**config.mk**
```make
export PLATFORM = sky130hd
export DESIGN_NAME = sdram_arbiter
export DESIGN_NICKNAME = d
export VERILOG_FILES = /design/src/rtl/sdram_arb_pkg.sv /design/src/rtl/sdram_arb_watchdog.sv /design/src/rtl/sdram_arbiter.sv
export SDC_FILE = /design/constraint.sdc
export NUM_CORES = 1
export LEC_CHECK = 0
export ABC_AREA = 0
export CORE_MARGIN = 8
export CORE_UTILIZATION = 28
export CTS_BUF_LIST = sky130_fd_sc_hd__clkbuf_4 sky130_fd_sc_hd__clkbuf_8 sky130_fd_sc_hd__clkbuf_16
export CTS_CLUSTER_SIZE = 10
export DETAILED_ROUTE_END_ITERATION = 12
export GPL_TIMING_DRIVEN = 1
export PLACE_DENSITY = 0.9
export RECOVER_POWER = 100
export SETUP_SLACK_MARGIN = 0.5
export SYNTH_ARGS = -nofsm -noshare
export SYNTH_HDL_FRONTEND = slang
export SYNTH_SLANG_ARGS = --single-unit
```
**constraint.sdc**
```tcl
create_clock -name clk_i -period 4.27 [get_ports clk_i]
set_clock_uncertainty 0.2 [all_clocks]
set_input_delay 0.854 -clock clk_i [delete_from_list [all_inputs] [get_ports clk_i]]
set_output_delay 0.854 -clock clk_i [all_outputs]
set_load 0.02 [all_outputs]
```
**src/rtl/sdram_arb_pkg.sv**
```systemverilog
// Shared types and default widths for the two-requester SDRAM arbiter.
//   arb_state_t : FSM encoding (IDLE, ISSUE, BUSY)
//   grant_t     : owner index (0 = video/m0, 1 = CPU/m1)
package sdram_arb_pkg;

  localparam int unsigned DEF_ADDR_W = 24;
  localparam int unsigned DEF_DATA_W = 16;

  typedef enum logic [1:0] {
    IDLE  = 2'd0,
    ISSUE = 2'd1,
    BUSY  = 2'd2
  } arb_state_t;

  typedef logic grant_t;

  localparam grant_t GRANT_M0 = 1'b0;
  localparam grant_t GRANT_M1 = 1'b1;

endpackage

```
**src/rtl/sdram_arb_watchdog.sv**
```systemverilog
// BUSY-phase watchdog: saturating cycle counter.
//   clk_i, rst_ni : clock, async active-low reset
//   clear_i       : force count to zero (held while not in BUSY)
//   enable_i      : count one cycle
//   expired_o     : count has reached ACK_TIMEOUT
module sdram_arb_watchdog #(
  parameter int unsigned ACK_TIMEOUT = 1023
) (
  input  logic clk_i,
  input  logic rst_ni,
  input  logic clear_i,
  input  logic enable_i,
  output logic expired_o
);

  localparam int unsigned CNT_W = $clog2(ACK_TIMEOUT + 1);

  logic [CNT_W-1:0] count_q, count_d;

  assign expired_o = (count_q == CNT_W'(ACK_TIMEOUT));

  // Saturate at ACK_TIMEOUT so the count never wraps.
  always_comb begin
    count_d = count_q;
    if (clear_i) begin
      count_d = '0;
    end else if (enable_i && !expired_o) begin
      count_d = count_q + CNT_W'(1);
    end
  end

  always_ff @(posedge clk_i or negedge rst_ni) begin
    if (!rst_ni) begin
      count_q <= '0;
    end else begin
      count_q <= count_d;
    end
  end

endmodule

```
**src/rtl/sdram_arbiter.sv**
```systemverilog
// Two-requester SDRAM arbiter: m0 (video) and m1 (CPU) share one SDRAM port.
// One transaction at a time: IDLE -> ISSUE (command handshake) -> BUSY
// (responses until the owner acks or the watchdog fires) -> IDLE.
//   clk_i, rst_ni          : clock, async active-low reset
//   m0_* / m1_*            : requester command, response and release ports
//   rdata_o                : shared read data, qualified by mN_resp_valid
//   sdram_*                : controller-side command/response/release
//   grant_o, busy_o        : current owner, not-IDLE
//   timeout_err_o          : sticky watchdog expiry flag
// Optional build macro SDRAM_ARB_ROUND_ROBIN_EN: round-robin arbitration on
// simultaneous requests instead of fixed m0 priority.
module sdram_arbiter
  import sdram_arb_pkg::*;
#(
  parameter int unsigned ADDR_W      = DEF_ADDR_W,
  parameter int unsigned DATA_W      = DEF_DATA_W,
  parameter int unsigned ACK_TIMEOUT = 1023
) (
  input  logic              clk_i,
  input  logic              rst_ni,

  input  logic              m0_cmd_valid,
  output logic              m0_cmd_ready,
  input  logic              m0_we,
  input  logic [ADDR_W-1:0] m0_addr_x16,
  input  logic [DATA_W-1:0] m0_wdata,
  output logic              m0_resp_valid,
  input  logic              m0_ack,

  input  logic              m1_cmd_valid,
  output logic              m1_cmd_ready,
  input  logic              m1_we,
  input  logic [ADDR_W-1:0] m1_addr_x16,
  input  logic [DATA_W-1:0] m1_wdata,
  output logic              m1_resp_valid,
  input  logic              m1_ack,

  output logic [DATA_W-1:0] rdata_o,

  output logic              sdram_cmd_valid,
  input  logic              sdram_cmd_ready,
  output logic              sdram_we,
  output logic [ADDR_W-1:0] sdram_addr_x16,
  output logic [DATA_W-1:0] sdram_wdata,
  input  logic              sdram_resp_valid,
  input  logic [DATA_W-1:0] sdram_rdata,
  output logic              sdram_ack,

  output logic              grant_o,
  output logic              busy_o,
  output logic              timeout_err_o
);

  arb_state_t state_q, state_d;
  grant_t     grant_q, grant_d;
  logic       timeout_err_q, timeout_err_d;
  grant_t     winner;
  logic       gnt_ack;
  logic       wd_expired;
  logic       in_issue, in_busy;

`ifdef SDRAM_ARB_ROUND_ROBIN_EN
  grant_t     last_grant_q, last_grant_d;

  // Contended: hand over to whoever was not served last.
  always_comb begin
    winner = m0_cmd_valid ? GRANT_M0 : GRANT_M1;
    if (m0_cmd_valid && m1_cmd_valid) begin
      winner = ~last_grant_q;
    end
  end
`else
  // Fixed priority: video always wins when it asks.
  always_comb begin
    winner = m0_cmd_valid ? GRANT_M0 : GRANT_M1;
  end
`endif

  assign in_issue = (state_q == ISSUE);
  assign in_busy  = (state_q == BUSY);
  assign gnt_ack  = (grant_q == GRANT_M1) ? m1_ack : m0_ack;

  sdram_arb_watchdog #(
    .ACK_TIMEOUT (ACK_TIMEOUT)
  ) u_watchdog (
    .clk_i     (clk_i),
    .rst_ni    (rst_ni),
    .clear_i   (!in_busy),
    .enable_i  (in_busy),
    .expired_o (wd_expired)
  );

  // Next-state logic; sdram_ack is the only FSM-driven output.
  always_comb begin
    state_d       = state_q;
    grant_d       = grant_q;
    timeout_err_d = timeout_err_q;
    sdram_ack     = 1'b0;
`ifdef SDRAM_ARB_ROUND_ROBIN_EN
    last_grant_d  = last_grant_q;
`endif
    unique case (state_q)
      IDLE: begin
        if (m0_cmd_valid || m1_cmd_valid) begin
          grant_d = winner;
          state_d = ISSUE;
`ifdef SDRAM_ARB_ROUND_ROBIN_EN
          last_grant_d = winner;
`endif
        end
      end
      ISSUE: begin
        if (sdram_cmd_ready) begin
          state_d = BUSY;
        end
      end
      BUSY: begin
        if (gnt_ack) begin
          sdram_ack = 1'b1;
          state_d   = IDLE;
        end else if (wd_expired) begin
          sdram_ack     = 1'b1;
          timeout_err_d = 1'b1;
          state_d       = IDLE;
        end
      end
      default: begin
        state_d = IDLE;
      end
    endcase
  end

  always_ff @(posedge clk_i or negedge rst_ni) begin
    if (!rst_ni) begin
      state_q       <= IDLE;
      grant_q       <= GRANT_M0;
      timeout_err_q <= 1'b0;
    end else begin
      state_q       <= state_d;
      grant_q       <= grant_d;
      timeout_err_q <= timeout_err_d;
    end
  end

`ifdef SDRAM_ARB_ROUND_ROBIN_EN
  // Resets to m1 so that m0 wins the first contended arbitration.
  always_ff @(posedge clk_i or negedge rst_ni) begin
    if (!rst_ni) begin
      last_grant_q <= GRANT_M1;
    end else begin
      last_grant_q <= last_grant_d;
    end
  end
`endif

  // Command path: muxed from the owner, zero latency.
  assign sdram_cmd_valid = in_issue;
  assign sdram_we        = (grant_q == GRANT_M1) ? m1_we       : m0_we;
  assign sdram_addr_x16  = (grant_q == GRANT_M1) ? m1_addr_x16 : m0_addr_x16;
  assign sdram_wdata     = (grant_q == GRANT_M1) ? m1_wdata    : m0_wdata;
  assign m0_cmd_ready    = in_issue && (grant_q == GRANT_M0) && sdram_cmd_ready;
  assign m1_cmd_ready    = in_issue && (grant_q == GRANT_M1) && sdram_cmd_ready;

  // Response path: stray responses outside BUSY are dropped.
  assign m0_resp_valid   = in_busy && (grant_q == GRANT_M0) && sdram_resp_valid;
  assign m1_resp_valid   = in_busy && (grant_q == GRANT_M1) && sdram_resp_valid;
  assign rdata_o         = sdram_rdata;

  assign grant_o         = grant_q;
  assign busy_o          = (state_q != IDLE);
  assign timeout_err_o   = timeout_err_q;

endmodule

```
# Word level (Yosys, flattened, before mapping)
# Index checks and enable logic that the tools add are counted.
[totals]
reg_bits = 14
input_bits = 106
output_inout_bits = 66
word_cells = 45
[op_classes]
add_sub_neg = 1
n_eq_ne = 7
muxes = 15
bitwise = 2
reduce_logical = 16
[ops]
columns = ["op", "count"]
rows = [
  ["24-bit two-way mux", 1],
  ["10-bit two-way mux", 2],
  ["16-bit two-way mux", 1],
  ["10-bit by 1-bit adder with 10-bit output (second input constant)", 1],
  ["10-bit == test (second input constant)", 1],
  ["1-bit logical AND", 9],
  ["2-bit two-way mux", 4],
  ["1-bit two-way mux", 6],
  ["2-bit case mux with 3 select lines", 1],
  ["3-bit AND reduction", 2],
  ["2-bit inequality test (second input constant)", 2],
  ["3-bit by 2-bit inequality test with 1-bit output (second input constant)", 1],
  ["2-bit by 1-bit == test with 1-bit output (second input constant)", 1],
  ["2-bit == test (second input constant)", 1],
  ["2-bit logical NOT", 1],
  ["2-bit by 1-bit inequality test with 1-bit output (second input constant)", 1],
  ["1-bit NOT", 2],
  ["2-bit AND reduction", 1],
  ["2-bit nonzero test", 1],
  ["1-bit logical NOT", 1],
  ["1-bit logical OR", 1],
]

# Depth between registers and ports, before layout
[logic_depth]
depth_word = 5
ltp_mapped = 6
ltp_nobuf = 5

# Modules after synthesis
# A second synthesis with hierarchy kept.
[unflattened]
hier_cells = 140
hier_area_um2 = 1425.1
[modules_own_cells]
columns = ["mod", "instances", "cells_each", "area_per_inst_um2", "seq_area_each_um2"]
rows = [
  ["sdram_arbiter", 1, 84, 859.6, 100.1],
  ["sdram_arb_watchdog", 1, 56, 565.5, 250.2],
]

# Worst setup path before layout
# No wires, ideal clock.
[synth_timing]
path_type = "register to output"
startpoint = "register u_watchdog.count_q[0]"
endpoint = "output port sdram_ack"
arrival_time_ns = 1.587
slack_ns = 1.629
path_stages_with_launch = 6
path_cell_list = "dfrtp_1 > ha_1 > nand3_1 > or3_1 > buf_2 > a21oi_1"
[synth_between]
elab_chain_cells = 4
[synth_rtl]
columns = ["element", "line", "text"]
rows = [
  ["from (decl)", "sdram_arb_watchdog.sv:18", "logic [CNT_W-1:0] count_q, count_d;"],
  ["from (signal assigned)", "sdram_arb_watchdog.sv:36", "count_q <= count_d;"],
  ["10-bit == test", "sdram_arb_watchdog.sv:20", "assign expired_o = (count_q == CNT_W'(ACK_TIMEOUT));"],
  ["1-bit two-way mux", "sdram_arbiter.sv:121", "end else if (wd_expired) begin"],
  ["1-bit two-way mux", "sdram_arbiter.sv:118", "if (gnt_ack) begin"],
  ["1-bit two-way mux", "sdram_arbiter.sv:102", "unique case (state_q)"],
  ["to (decl)", "sdram_arbiter.sv:47", "output logic sdram_ack,"],
]
# Every way passes these cells.

# Worst setup path in the final report
# Ends and elaborated chain as after synthesis.

==> flow_summary.toml <==
[run_status]
run_status = "finished clean"

[cts]
cts_tree = "yes"
htree_num_levels = 1
cts_buffers = 3
clockBufferDepth = 2
cts.hold.buffers_added = 0
post_cts_resized = 0
cts_sinks = 14
cts_setup_buffers = 0
root_buffer = "clkbuf_8"
clkTransAtPathRegs_ns = 0.06
clk_latency_ns = 0.25

[synthesis]
synth_top_family_by_area = "multiplexers"
synth_area_leaders = "mux2_2, dfrtp_1, buf_4"
synth-compound-area-share = 0.0757
yosysWarningCount = 0
synth_simple_gate_area_frac = 0.148
async_reset_ff_frac = 1.00
synth_flop_cell = "dfrtp_1"
synth_top_area_cell = "mux2_2"
syn_area_per_cell_sq_um = 9.56
synth_top_area_share = 0.345
yosys-mux-area-fraction = 0.367
syn-cell-area_sq_mm = 0.00134
synth_fp_nets = 247
synth_sequential_area_ratio = 0.262
synth-edff-count = 0
ys_seq_elements = 14
synth_fa_ha_area_frac = 0.00935
synth_xor_area_frac = 0.0196
yosysUniqueCellTypes = 31
syn_inst = 140

[timing]
worst_pin_slew_ns = 0.977
grt_setup_unrepaired = "no"
max_freq_mhz = 287
setup_ws_ns = 0.783
slew_headroom = 0.349
hold_viol_final = 0
tns_ns = 0
min_period_ns = 3.49
post-route-period-util = 0.817
drv_slew = 0
setup_viol = 0

[power]
combPwrFrac = 0.679
power_frac_clock = 0.105
p_leak_nw = 1.08
switching_share = 0.429
switchingPower_w = 0.000490
pwr-share-seq = 0.216
powerDensity_mw_per_mm2 = 425
p_int_w = 0.000653
ir_drop_mv = 0.249

[critical_path]
cp_cell_sequence = "ha_1 -> nand3_1 -> or3_1 -> a21oi_1 -> dlygate4sd3_1"
startpoint_type = "flop"
r2r_cells = 5
worstReg2RegEnd = "u_watchdog.count_q[1]$_DFFE_PN0P_"
crit_family = "simple AND/OR/NAND/NOR gates"
crit_path_end_kind = "output port"
required_ns = 3.22
critPathMaxFanout = 5
worstSetupPathType = "flop to output port"
cp_slowest_cell = "dlygate4sd3_1"
startpoint = "u_watchdog.count_q[0]$_DFFE_PN0P_"
reg2reg_slack_ns = 2.35
worstPathArrival_ns = 2.43
path_depth = 5
cp_num_buf_inv = 1
worstSetupEndpoint = "sdram_ack"
reg2reg_from = "u_watchdog.count_q[0]$_DFFE_PN0P_"
max_stage_delay_ns = 0.69

[detailed_routing]
route.met3.wl_um = 651
met1_length_um = 2380
drc = 0
routedWlPerCell_um = 20.1
vias = 1516
ant_nets = 0
dr.max_layer_used = "met4"
drt-total-wl_um = 6300
avgViaCountPerCell = 4.83
wl_met2_um = 3150
drt_iter0_drc = 28
drtPass1Iterations = 4

[die]
dieArea_sq_mm = 0.00725
pin_count = 172
die_y_um = 85.1
core_sq_mm = 0.00466
rows = 25
dieWidth_um = 85.1
start_util = 0.287

[global_routing]
grt_pass1_wl_um = 9270
grt_start_max_net_pins = 49
antenna_found_initial = 0
grt.overflow.total = 0
grt_usage = 0.162
grt_pass1_vias = 1572

[place]
post-place-ws_ns = 1.01
routabilityCongestion = 0.836
dp_hpwl_um = 5390
numPortBuffers = 139
dpl.cell_count = 310

[finish]
final_cell_mix = "clkdlybuf4s50_1, dlygate4sd3_1, mux2_2"
multi_input_area_sq_um = 825
antenna_cells = 0
nets = 368
fin_util = 0.577
fillers = 391
final_cells = 314
area_growth_pct = 101
final_common_cell = "clkdlybuf4s50_1"
seq_area_sq_um = 352
drive_above_1_share = 0.181

[job]
drv_cap = 0

[hold_path]
hp-class = "flop to flop"
layout make-up:
| type | count | area share |
|---|---|---|
| repair buffers | 139 | 0.517 |
| well taps | 54 | 0.0251 |
| multi-input cells | 101 | 0.306 |
| flip-flops and latches | 14 | 0.131 |
| clock buffers | 4 | 0.0181 |
| inverters | 2 | 0.00279 |
worst min-delay path by stage:
stage,start,end,slack (ns),cells past startpoint
final,timeout_err_o$_DFFE_PN0P_,timeout_err_o$_DFFE_PN0P_,0.28,1
after CTS,timeout_err_o$_DFFE_PN0P_,timeout_err_o$_DFFE_PN0P_,0.29,1
after detailed placement,timeout_err_o$_DFFE_PN0P_,timeout_err_o$_DFFE_PN0P_,0.27,1
after floorplan,state_q[1]$_DFFE_PN0P_,state_q[0]$_DFFE_PN0P_,0.26,1
after global routing,timeout_err_o$_DFFE_PN0P_,timeout_err_o$_DFFE_PN0P_,0.32,1
after global placement,timeout_err_o$_DFFE_PN0P_,timeout_err_o$_DFFE_PN0P_,0.26,1
stage by stage:
stage | area, sq um | hold slack (ns) | power, W
after global routing | 2690 | 0.323 | 0.00120
after CTS | 2700 | 0.285 | 0.00122
after floorplan | 1340 | 0.264 | 0.000696
after global placement | 2650 | 0.260 | 0.00109
final | 2690 | 0.276 | 0.00114
after detailed placement | 2650 | 0.268 | 0.00110
cells in the mapped netlist (3+ instances only):
master    n
dfrtp_1  14
buf_4    16
and3_1    3
nor2_1   12
o21ai_0   5
nor3_1    3
nand2_1   8
mux2_2   41
mux2i_1   3
a21oi_1   4
buf_2     4
state kept, by name (all words and copies together), names as in the netlist:
name,flops
state_q,2
grant_o,1
timeout_err_o,1
u_watchdog.count_q,10
worst register-to-register path: cells and delay by family (launching register included):
| family | cells | cell delay, ns |
|---|---|---|
| muxes | 1 | 0.20 |
| DFF | 1 | 0.40 |
| and+or+nand+nor | 3 | 0.76 |
| adders and majority gates | 1 | 0.23 |
per-layer routing:
layer  global-route usage  vias to the layer above
met5                    0                        -
met4               0.0372                        0
met3               0.0676                        7
met2                0.287                       89
met1                0.174                      698
li1                     -                      722
power by group through the flow:
stage / Clock (W) / Combinational, W / Sequential [W]
after floorplan: 0 / 0.000520 / 0.000176
after global placement: 0 / 0.000837 / 0.000249
after detailed placement: 0 / 0.000846 / 0.000251
after CTS: 0.000122 / 0.000852 / 0.000248
after global routing: 0.000129 / 0.000816 / 0.000258
final: 0.000120 / 0.000777 / 0.000247
cell families after synthesis:
family | after synthesis
simple gates | 37
flops | 14
xor+xnor | 3
buf+inv | 25
mux | 44
fa+ha+maj | 1
compound gates | 16
Power figures use the tool's default switching activity.
